### src/rtl/mux3_arbiter_pkg.sv
// Shared types for the 3-way round-robin grant arbiter.
// Mux select encodings, FSM state type and small grant helpers.
package mux3_arbiter_pkg;

    typedef enum logic {
        ST_IDLE = 1'b0,
        ST_BUSY = 1'b1
    } state_e;

    localparam logic [1:0] SEL_A    = 2'b00;
    localparam logic [1:0] SEL_B    = 2'b01;
    localparam logic [1:0] SEL_C    = 2'b10;
    localparam logic [1:0] SEL_IDLE = 2'b11;

    localparam logic [2:0] GNT_NONE = 3'b000;

    function automatic logic [2:0] sel2gnt(input logic [1:0] s);
        logic [2:0] g;
        g = GNT_NONE;
        unique case (1'b1)
            (s == SEL_A): g = 3'b001;
            (s == SEL_B): g = 3'b010;
            (s == SEL_C): g = 3'b100;
            default:      g = GNT_NONE;
        endcase
        return g;
    endfunction

    // Pointer moves one past the owner being released.
    function automatic logic [1:0] next_ptr(input logic [1:0] s);
        logic [1:0] p;
        p = SEL_A;
        unique case (1'b1)
            (s == SEL_A): p = SEL_B;
            (s == SEL_B): p = SEL_C;
            default:      p = SEL_A;
        endcase
        return p;
    endfunction

endpackage

### src/rtl/mux3_arbiter_rr_pick3.sv
// Combinational round-robin pick among three requesters.
// Search order is ptr, ptr+1, ptr+2 (mod 3); first set bit wins.
module rr_pick3
    import mux3_arbiter_pkg::*;
(
    input  logic [2:0] req,
    input  logic [1:0] ptr,
    output logic       found,
    output logic [1:0] idx
);

    function automatic logic [1:0] wrap3(input logic [2:0] v);
        logic [2:0] r;
        r = (v >= 3'd3) ? (v - 3'd3) : v;
        return r[1:0];
    endfunction

    always_comb begin
        logic [1:0] cand;
        found = 1'b0;
        idx   = SEL_IDLE;
        cand  = SEL_A;
        // Walk from lowest priority to highest so the last hit wins.
        for (int k = 2; k >= 0; k--) begin
            cand = wrap3({1'b0, ptr} + 3'(k));
            if (req[cand]) begin
                found = 1'b1;
                idx   = cand;
            end
        end
    end

endmodule

### src/rtl/mux3_arbiter.sv
// Three-requester round-robin arbiter driving a shared 3:1 data mux.
// Holds a grant per burst with a beat cap and abandon release.
module mux3_arbiter
    import mux3_arbiter_pkg::*;
#(
    parameter int MAX_BEATS = 8
) (
    input  logic       clk,
    input  logic       rst_n,
    input  logic [2:0] req,
    input  logic [2:0] req_last,
    input  logic       out_ready,
    output logic [2:0] gnt,
    output logic [1:0] sel,
    output logic       out_valid,
    output logic       busy
);

    localparam int CW = $clog2(MAX_BEATS + 1);
    localparam logic [CW-1:0] CNT_LAST = CW'(MAX_BEATS - 1);

    state_e        state_q, state_d;
    logic [2:0]    gnt_q, gnt_d;
    logic [1:0]    sel_q, sel_d;
    logic [1:0]    ptr_q, ptr_d;
    logic [CW-1:0] cnt_q, cnt_d;

    logic       pick_found;
    logic [1:0] pick_idx;
    logic       owner_req;
    logic       owner_last;
    logic       accept;
    logic       release_g;

    rr_pick3 u_pick (
        .req   (req),
        .ptr   (ptr_q),
        .found (pick_found),
        .idx   (pick_idx)
    );

    // gnt_q is zero outside BUSY, so masking selects the owner's bits.
    assign owner_req  = |(req & gnt_q);
    assign owner_last = |(req_last & gnt_q);
    assign accept     = owner_req & out_ready;
    assign release_g  = !owner_req
                      || (accept && (owner_last || cnt_q == CNT_LAST));

    always_comb begin
        state_d = state_q;
        gnt_d   = gnt_q;
        sel_d   = sel_q;
        ptr_d   = ptr_q;
        cnt_d   = cnt_q;
        unique case (state_q)
            ST_IDLE: begin
                cnt_d = '0;
                if (pick_found) begin
                    state_d = ST_BUSY;
                    sel_d   = pick_idx;
                    gnt_d   = sel2gnt(pick_idx);
                end
            end
            ST_BUSY: begin
                if (release_g) begin
                    state_d = ST_IDLE;
                    gnt_d   = GNT_NONE;
                    sel_d   = SEL_IDLE;
                    ptr_d   = next_ptr(sel_q);
                    cnt_d   = '0;
                end else if (accept) begin
                    cnt_d = cnt_q + CW'(1);
                end
            end
            default: begin
                state_d = ST_IDLE;
                gnt_d   = GNT_NONE;
                sel_d   = SEL_IDLE;
                cnt_d   = '0;
            end
        endcase
    end

    always_ff @(posedge clk or negedge rst_n) begin
        if (!rst_n) begin
            state_q <= ST_IDLE;
            gnt_q   <= GNT_NONE;
            sel_q   <= SEL_IDLE;
            ptr_q   <= SEL_A;
            cnt_q   <= '0;
        end else begin
            state_q <= state_d;
            gnt_q   <= gnt_d;
            sel_q   <= sel_d;
            ptr_q   <= ptr_d;
            cnt_q   <= cnt_d;
        end
    end

    assign gnt       = gnt_q;
    assign sel       = sel_q;
    assign busy      = (state_q == ST_BUSY);
    assign out_valid = owner_req;

endmodule

### config.mk
export PLATFORM = sky130hd
export DESIGN_NAME = mux3_arbiter
export DESIGN_NICKNAME = d
export VERILOG_FILES = /design/src/rtl/mux3_arbiter_pkg.sv /design/src/rtl/mux3_arbiter_rr_pick3.sv /design/src/rtl/mux3_arbiter.sv
export SDC_FILE = /design/constraint.sdc
export NUM_CORES = 1
export LEC_CHECK = 0
export ABC_AREA = 1
export CAP_MARGIN = 40
export CELL_PAD_IN_SITES_DETAIL_PLACEMENT = 1
export CELL_PAD_IN_SITES_GLOBAL_PLACEMENT = 1
export CORE_MARGIN = 3
export CORE_UTILIZATION = 32
export CTS_CLUSTER_SIZE = 16
export DETAILED_ROUTE_END_ITERATION = 10
export GPL_TIMING_DRIVEN = 0
export PLACE_DENSITY = 0.82
export SLEW_MARGIN = 10
export SYNTH_ARGS = -nofsm -noshare
export SYNTH_HDL_FRONTEND = slang
export SYNTH_HIERARCHICAL = 1
export SYNTH_SLANG_ARGS = --single-unit
### constraint.sdc
create_clock -name clk -period 1.4 [get_ports clk]
set_input_delay 0.28 -clock clk [delete_from_list [all_inputs] [get_ports clk]]
set_output_delay 0.28 -clock clk [all_outputs]
set_load 0.05 [all_outputs]
# Word-level counts from Yosys, hierarchy flattened
# Index checks and enable logic that the tools add are counted.
dict set report op_classes {
  n_addsub 6
  magnitude_cmp 6
  n_eq_ne 7
  n_mux 29
  n_bitwise 4
  n_reduce_logical 10
}
# op count
set op_table {}
lappend op_table {{$mux W2} 8}
lappend op_table {{$lt A2 B3 Y1 const B} 3}
lappend op_table {{$pmux W3 S3} 1}
lappend op_table {{$mux W1} 8}
lappend op_table {{$mux W4} 2}
lappend op_table {{$pmux W2 S2} 2}
lappend op_table {{$pmux W4 S2} 1}
lappend op_table {{$and A3 B3 Y3} 2}
lappend op_table {{$bmux W1 S2} 3}
lappend op_table {{$ge A3 B2 Y1 const B} 2}
lappend op_table {{$mux W3} 2}
lappend op_table {{$pmux W3 S2} 1}
lappend op_table {{$reduce_or A3 Y1} 2}
lappend op_table {{$sub A2 B2 Y2 const B} 3}
lappend op_table {{$add A4 B1 Y4 const B} 1}
lappend op_table {{$eq A2 B1 Y1 const B} 2}
lappend op_table {{$eq A4 B3 Y1 const B} 1}
lappend op_table {{$logic_not A2 Y1} 2}
lappend op_table {{$reduce_and A2 Y1} 2}
lappend op_table {{$add A2 B1 Y3 const B} 1}
lappend op_table {{$add A2 B2 Y3 const B} 1}
lappend op_table {{$ne A3 B1 Y1 const B} 1}
lappend op_table {{$eq A2 B2 Y1 const B} 1}
lappend op_table {{$ge A2 B2 Y1 const B} 1}
lappend op_table {{8 further kinds} 9}
dict set report word_totals {
  ff_bits 12
  output_inout_bits 7
  elab_cells 67
}

# Logic depth before layout (Yosys ltp)
dict set report logic_depth {
  word_depth 12
  depth_mapped 12
}

# Modules after synthesis
# The synthesis kept the hierarchy.
# module instances cells_per_inst area_each_um2
set modules_own_cells {}
lappend modules_own_cells {mux3_arbiter 1 79 644.4}
lappend modules_own_cells {rr_pick3 1 35 182.7}

# Worst setup path after synthesis
# No wires, ideal clock.
dict set report synth_timing {
  path_kind {reg-to-reg}
  from {register gnt_q[1], in the netlist gnt[1]}
  to {register gnt_q[0], in the netlist gnt[0]}
  setup_time_ns 0.120
  arrival_time_ns 1.484
  slack_ns -0.204
  path_stages_with_launch 7
  n_path_buf 0
  path_cell_list {dfrtp_1 > nand2_1 > nand3_2 > nand2_4 > nand2_4 > nand3_1 > nand2_1}
}
dict set report synth_via {
  elab_chain_cells 7
  elab_cells_between_ends 11
}
# element line_no
set synth_rtl {}
lappend synth_rtl {{start: declaration} mux3_arbiter.sv:23} ;# logic [2:0] gnt_q, gnt_d;
lappend synth_rtl {{start signal: assignment} mux3_arbiter.sv:93} ;# gnt_q <= gnt_d;
lappend synth_rtl {{$and A3 B3 Y3 *} mux3_arbiter.sv:43} ;# assign owner_req = |(req & gnt_q);
lappend synth_rtl {{$reduce_or A3 Y1 *} mux3_arbiter.sv:43}
lappend synth_rtl {{via out_valid} mux3_arbiter.sv:15} ;# output logic out_valid,
lappend synth_rtl {{$and A1 B1 Y1} mux3_arbiter.sv:45} ;# assign accept = owner_req & out_ready;
lappend synth_rtl {{$logic_and A1 B1 Y1} mux3_arbiter.sv:47} ;# || (accept && (owner_last || cnt_q == CNT_LAST));
lappend synth_rtl {{$logic_or A1 B1 Y1 *} mux3_arbiter.sv:47}
lappend synth_rtl {{$ne A2 B1 Y1 (no source line) *} -}
lappend synth_rtl {{$reduce_and A2 Y1 (no source line) *} -}
# The timed path passes the listed nets; every way through them passes the cells marked *.
# A chain may end at the register's enable or synchronous reset.

# Final worst setup path
dict set report layout_timing {
  from {register ptr_q[0]}
  to {register gnt_q[2], in the netlist gnt[2]}
}
dict set report layout_via {
  elab_chain_cells 12
  elab_cells_between_ends 31
}
# element line_no
set layout_rtl {}
lappend layout_rtl {{start: declaration} mux3_arbiter.sv:25} ;# logic [1:0] ptr_q, ptr_d;
lappend layout_rtl {{start signal: assignment} mux3_arbiter.sv:95} ;# ptr_q <= ptr_d;
lappend layout_rtl {{$add A2 B2 Y3} mux3_arbiter_rr_pick3.sv:25} ;# cand = wrap3({1'b0, ptr} + 3'(k));
lappend layout_rtl {{$ge A3 B2 Y1 or $sub A2 B2 Y2 (tied branches)} mux3_arbiter_rr_pick3.sv:14} ;# r = (v >= 3'd3) ? (v - 3'd3) : v;
lappend layout_rtl {{$mux W2} mux3_arbiter_rr_pick3.sv:14}
lappend layout_rtl {{$bmux W1 S2} mux3_arbiter_rr_pick3.sv:26} ;# if (req[cand]) begin
lappend layout_rtl {{$mux W1 (not written as such)} mux3_arbiter_rr_pick3.sv:26}
lappend layout_rtl {{$mux W2 (2 in a row)} mux3_arbiter_rr_pick3.sv:26}
lappend layout_rtl {{$mux W2 *} mux3_arbiter_rr_pick3.sv:26}
lappend layout_rtl {{via pick_idx[1]} mux3_arbiter.sv:29} ;# logic [1:0] pick_idx;
lappend layout_rtl {{$eq A2 B2 Y1 (tied with other cells)} mux3_arbiter_pkg.sv:23} ;# (s == SEL_C): g = 3'b100;
lappend layout_rtl {{$pmux W3 S3 *} mux3_arbiter_pkg.sv:20} ;# unique case (1'b1)
lappend layout_rtl {{$mux W3 *} mux3_arbiter.sv:58} ;# if (pick_found) begin
lappend layout_rtl {{$pmux W3 S2 *} mux3_arbiter.sv:55} ;# unique case (state_q)
# The timed path passes the listed nets; every way through them passes the cells marked *. The select of a mux whose other input is x is not followed.

==> flow_summary.toml <==
[logic_synthesis]
synth.yosys.warnings = 6
ys_ff_latch = 12
syn-num-nets = 126
synthesis.area_um2 = 827
ys_seq_area_share_pct = 36.6
ys_types = 20
avgSynthCellArea_um2 = 7.25
synthCells = 114

[clocking]
clock_path_buffers = 2
cts.clk_slew.worst_paths_ns = 0.08
htreeDepth = 1
cts_tree = "yes"
postCtsHoldBufs = 0
clock-sinks = 12
cts_root_buffer = "clkbuf_4"
cts_buffers = 3
insertion_delay_ns = 0.28

[power]
ir_drop_mv = 1.30
p_leak_uw = 0.000585
totalPowerFinal_uw = 2980
powerDensity_mw_per_mm2 = 2390

[die]
initial_utilization_pct = 35.3
dieWidth_um = 56.8
core_area_mm2 = 0.00234
ioPinCount = 16
die_h_um = 56.8
dieArea_mm2 = 0.00323
std_cell_rows = 17

[job]
maxCapViolCount = 0

[status]
outcome = "finished with violations"
violations = "setup timing"

[setup_path]
reg2regPathDepth = 11
startpoint_type = "flop"
cp.required_ns = 1.56
slowest_stage = "dfrtp_1"
critical_path_class = "reg -> reg"
worstPathCellList = "buf_4 -> ha_4 -> inv_6 -> nand3_2 -> nand2_2 -> o21ai_2 -> nand2_1 -> nand2_2 -> buf_4 -> nand4_1 -> nand2_1"
end_kind = "flop"
cp.arrival_ns = 1.81
crit-reg2reg-launch = "ptr_q[0]$_DFFE_PN0P_"
path_max_fanout = 5
reg2reg_slack_ns = -0.24
reg2reg_to = "gnt[2]$_DFFE_PN0P_"
max_stage_delay_ns = 0.39

[final_layout]
num-fill-cells = 292
drive_above_1_share_pct = 48.2
final_cell_mix = "nand2_1, nand3_1, nand2_2, dfrtp_1, buf_4"
nets = 152
fin_util_pct = 53.3
mostFrequentLayoutCell = "nand2_1"
antenna_cells = 0
area_delta_synth_final_pct = 50.7

[routing]
wl_um = 3060
ant_nets = 0
firstDrtPassIters = 4
viasPerCell = 5.33
drtIter0Drc = 49
post_drt_wl_per_cell_um = 18.3
drc_errors = 0
num_vias = 890

[place]
place_congestion = 0.760
hpwl_um = 1800
port-buffer-count = 15

[timing]
clock_skew_ns = 0.00177
period_needed_ns = 1.64
drv_slew = 0
min_period_over_period_pct = 117
setup_viol_count_final = 8
rsz0062_at_grt = "true"
relSlewSlack_pct = 61.8
fmax_mhz = 608
hold_viol_final = 0
fin_ws_ns = -0.244
tightestPinTransition_ns = 0.572
tns_ns = -1.17

[global_route]
grt_pass1_vias = 951
grt_max_degree = 13
antenna_found_initial = 0
grt-ovfl-total = 0
grt_pass1_wl_um = 4370
grt_usage_pct = 17.1

[min_path]
hp-class = "in -> async"
## cells by family after synthesis
| logic type | Yosys count | synth area share [%] |
|---|---|---|
| AOI/OAI and AO/OA | 8 | 5.60 |
| adders and majority gates | 3 | 4.54 |
| buffers and inverters | 15 | 6.96 |
| DFF | 12 | 36.6 |
| and+or+nand+nor | 76 | 46.3 |
## layout make-up
cell class	count	area, um^2	area share (%)
multi-input combinational	87	618	49.6
sequential	12	307	24.6
timing repair buffer	21	185	14.9
inverter	15	65.1	5.22
clock buffer	4	36.3	2.91
tap	28	35.0	2.81
## registers in the layout, summed over array words and instances, names as in the netlist
signal	count
busy	1
cnt_q	4
gnt	3
ptr_q	2
sel	2
## stage by stage
step | std cells | worst slack (ns) | hold slack [ns] | cell area, um^2
floorplan | 114 | -0.0396 | -0.0156 | 873
global placement | 157 | -0.777 | 0.495 | 1060
detailed placement | 157 | -0.778 | 0.507 | 1060
CTS | 165 | -0.204 | 0.383 | 1150
global route | 167 | -0.318 | 0.394 | 1250
finish | 167 | -0.244 | 0.364 | 1250
## worst max-delay path: cells and delay by family (launching register included)
family	cells	cell delay [ns]
and+or+nand+nor	6	0.52
DFF	1	0.39
buffers and inverters	3	0.37
adders and majority gates	1	0.18
AOI/OAI and AO/OA	1	0.08
## repair_timing
item,CTS,global route
resized for setup,50,22
endpoints found under the setup margin,15,15
pin swaps,12,11
buffers inserted,4,2
## worst max-delay path by stage
stage / to / startpoint
finish: gnt[2]$_DFFE_PN0P_ / ptr_q[0]$_DFFE_PN0P_
global route: gnt[2]$_DFFE_PN0P_ / ptr_q[1]$_DFFE_PN0P_
CTS: gnt[0]$_DFFE_PN0P_ / ptr_q[1]$_DFFE_PN0P_
detailed placement: out_valid / req[1]
global placement: out_valid / req[1]
floorplan: gnt[0]$_DFFE_PN0P_ / ptr_q[0]$_DFFE_PN0P_
## per-layer routing
layer | wire length [um] | share of wire, % | track usage [%] | vias to the layer above
met2 | 1580 | 51 | 28.7 | 29
met5 | 0 | 0 | 0 | -
li1 | - | - | - | 419
met1 | 1290 | 42 | 21.6 | 434
met3 | 131 | 4.3 | 5.06 | 8
met4 | 63 | 2.1 | 3.64 | 0
## cell usage after synthesis
cell / n / area, um^2
nor2_2: 2 / 12.5
dfrtp_1: 10 / 250
nand2_2: 3 / 18.8
o21ai_0: 2 / 10.0
o21bai_2: 1 / 11.3
nor2_4: 1 / 11.3
nand3_1: 16 / 80.1
o21ai_1: 3 / 15.0
clkinv_2: 1 / 5.00
nor2_1: 7 / 26.3
inv_1: 11 / 41.3
or2_2: 1 / 6.26
nand2_1: 36 / 135
ha_1: 3 / 37.5
nand3_2: 4 / 40.0
nand4_1: 3 / 18.8
nand2_4: 3 / 33.8
a21oi_1: 2 / 10.0
dfstp_2: 2 / 52.6
inv_2: 3 / 11.3
## power breakdown
group / leakage, uW / internal (uW) / switching [uW]
Combinational: 0.000414 / 725 / 1360
Clock: 0.0000210 / 158 / 125
Sequential: 0.000150 / 482 / 129
Power figures use the tool's default switching activity.
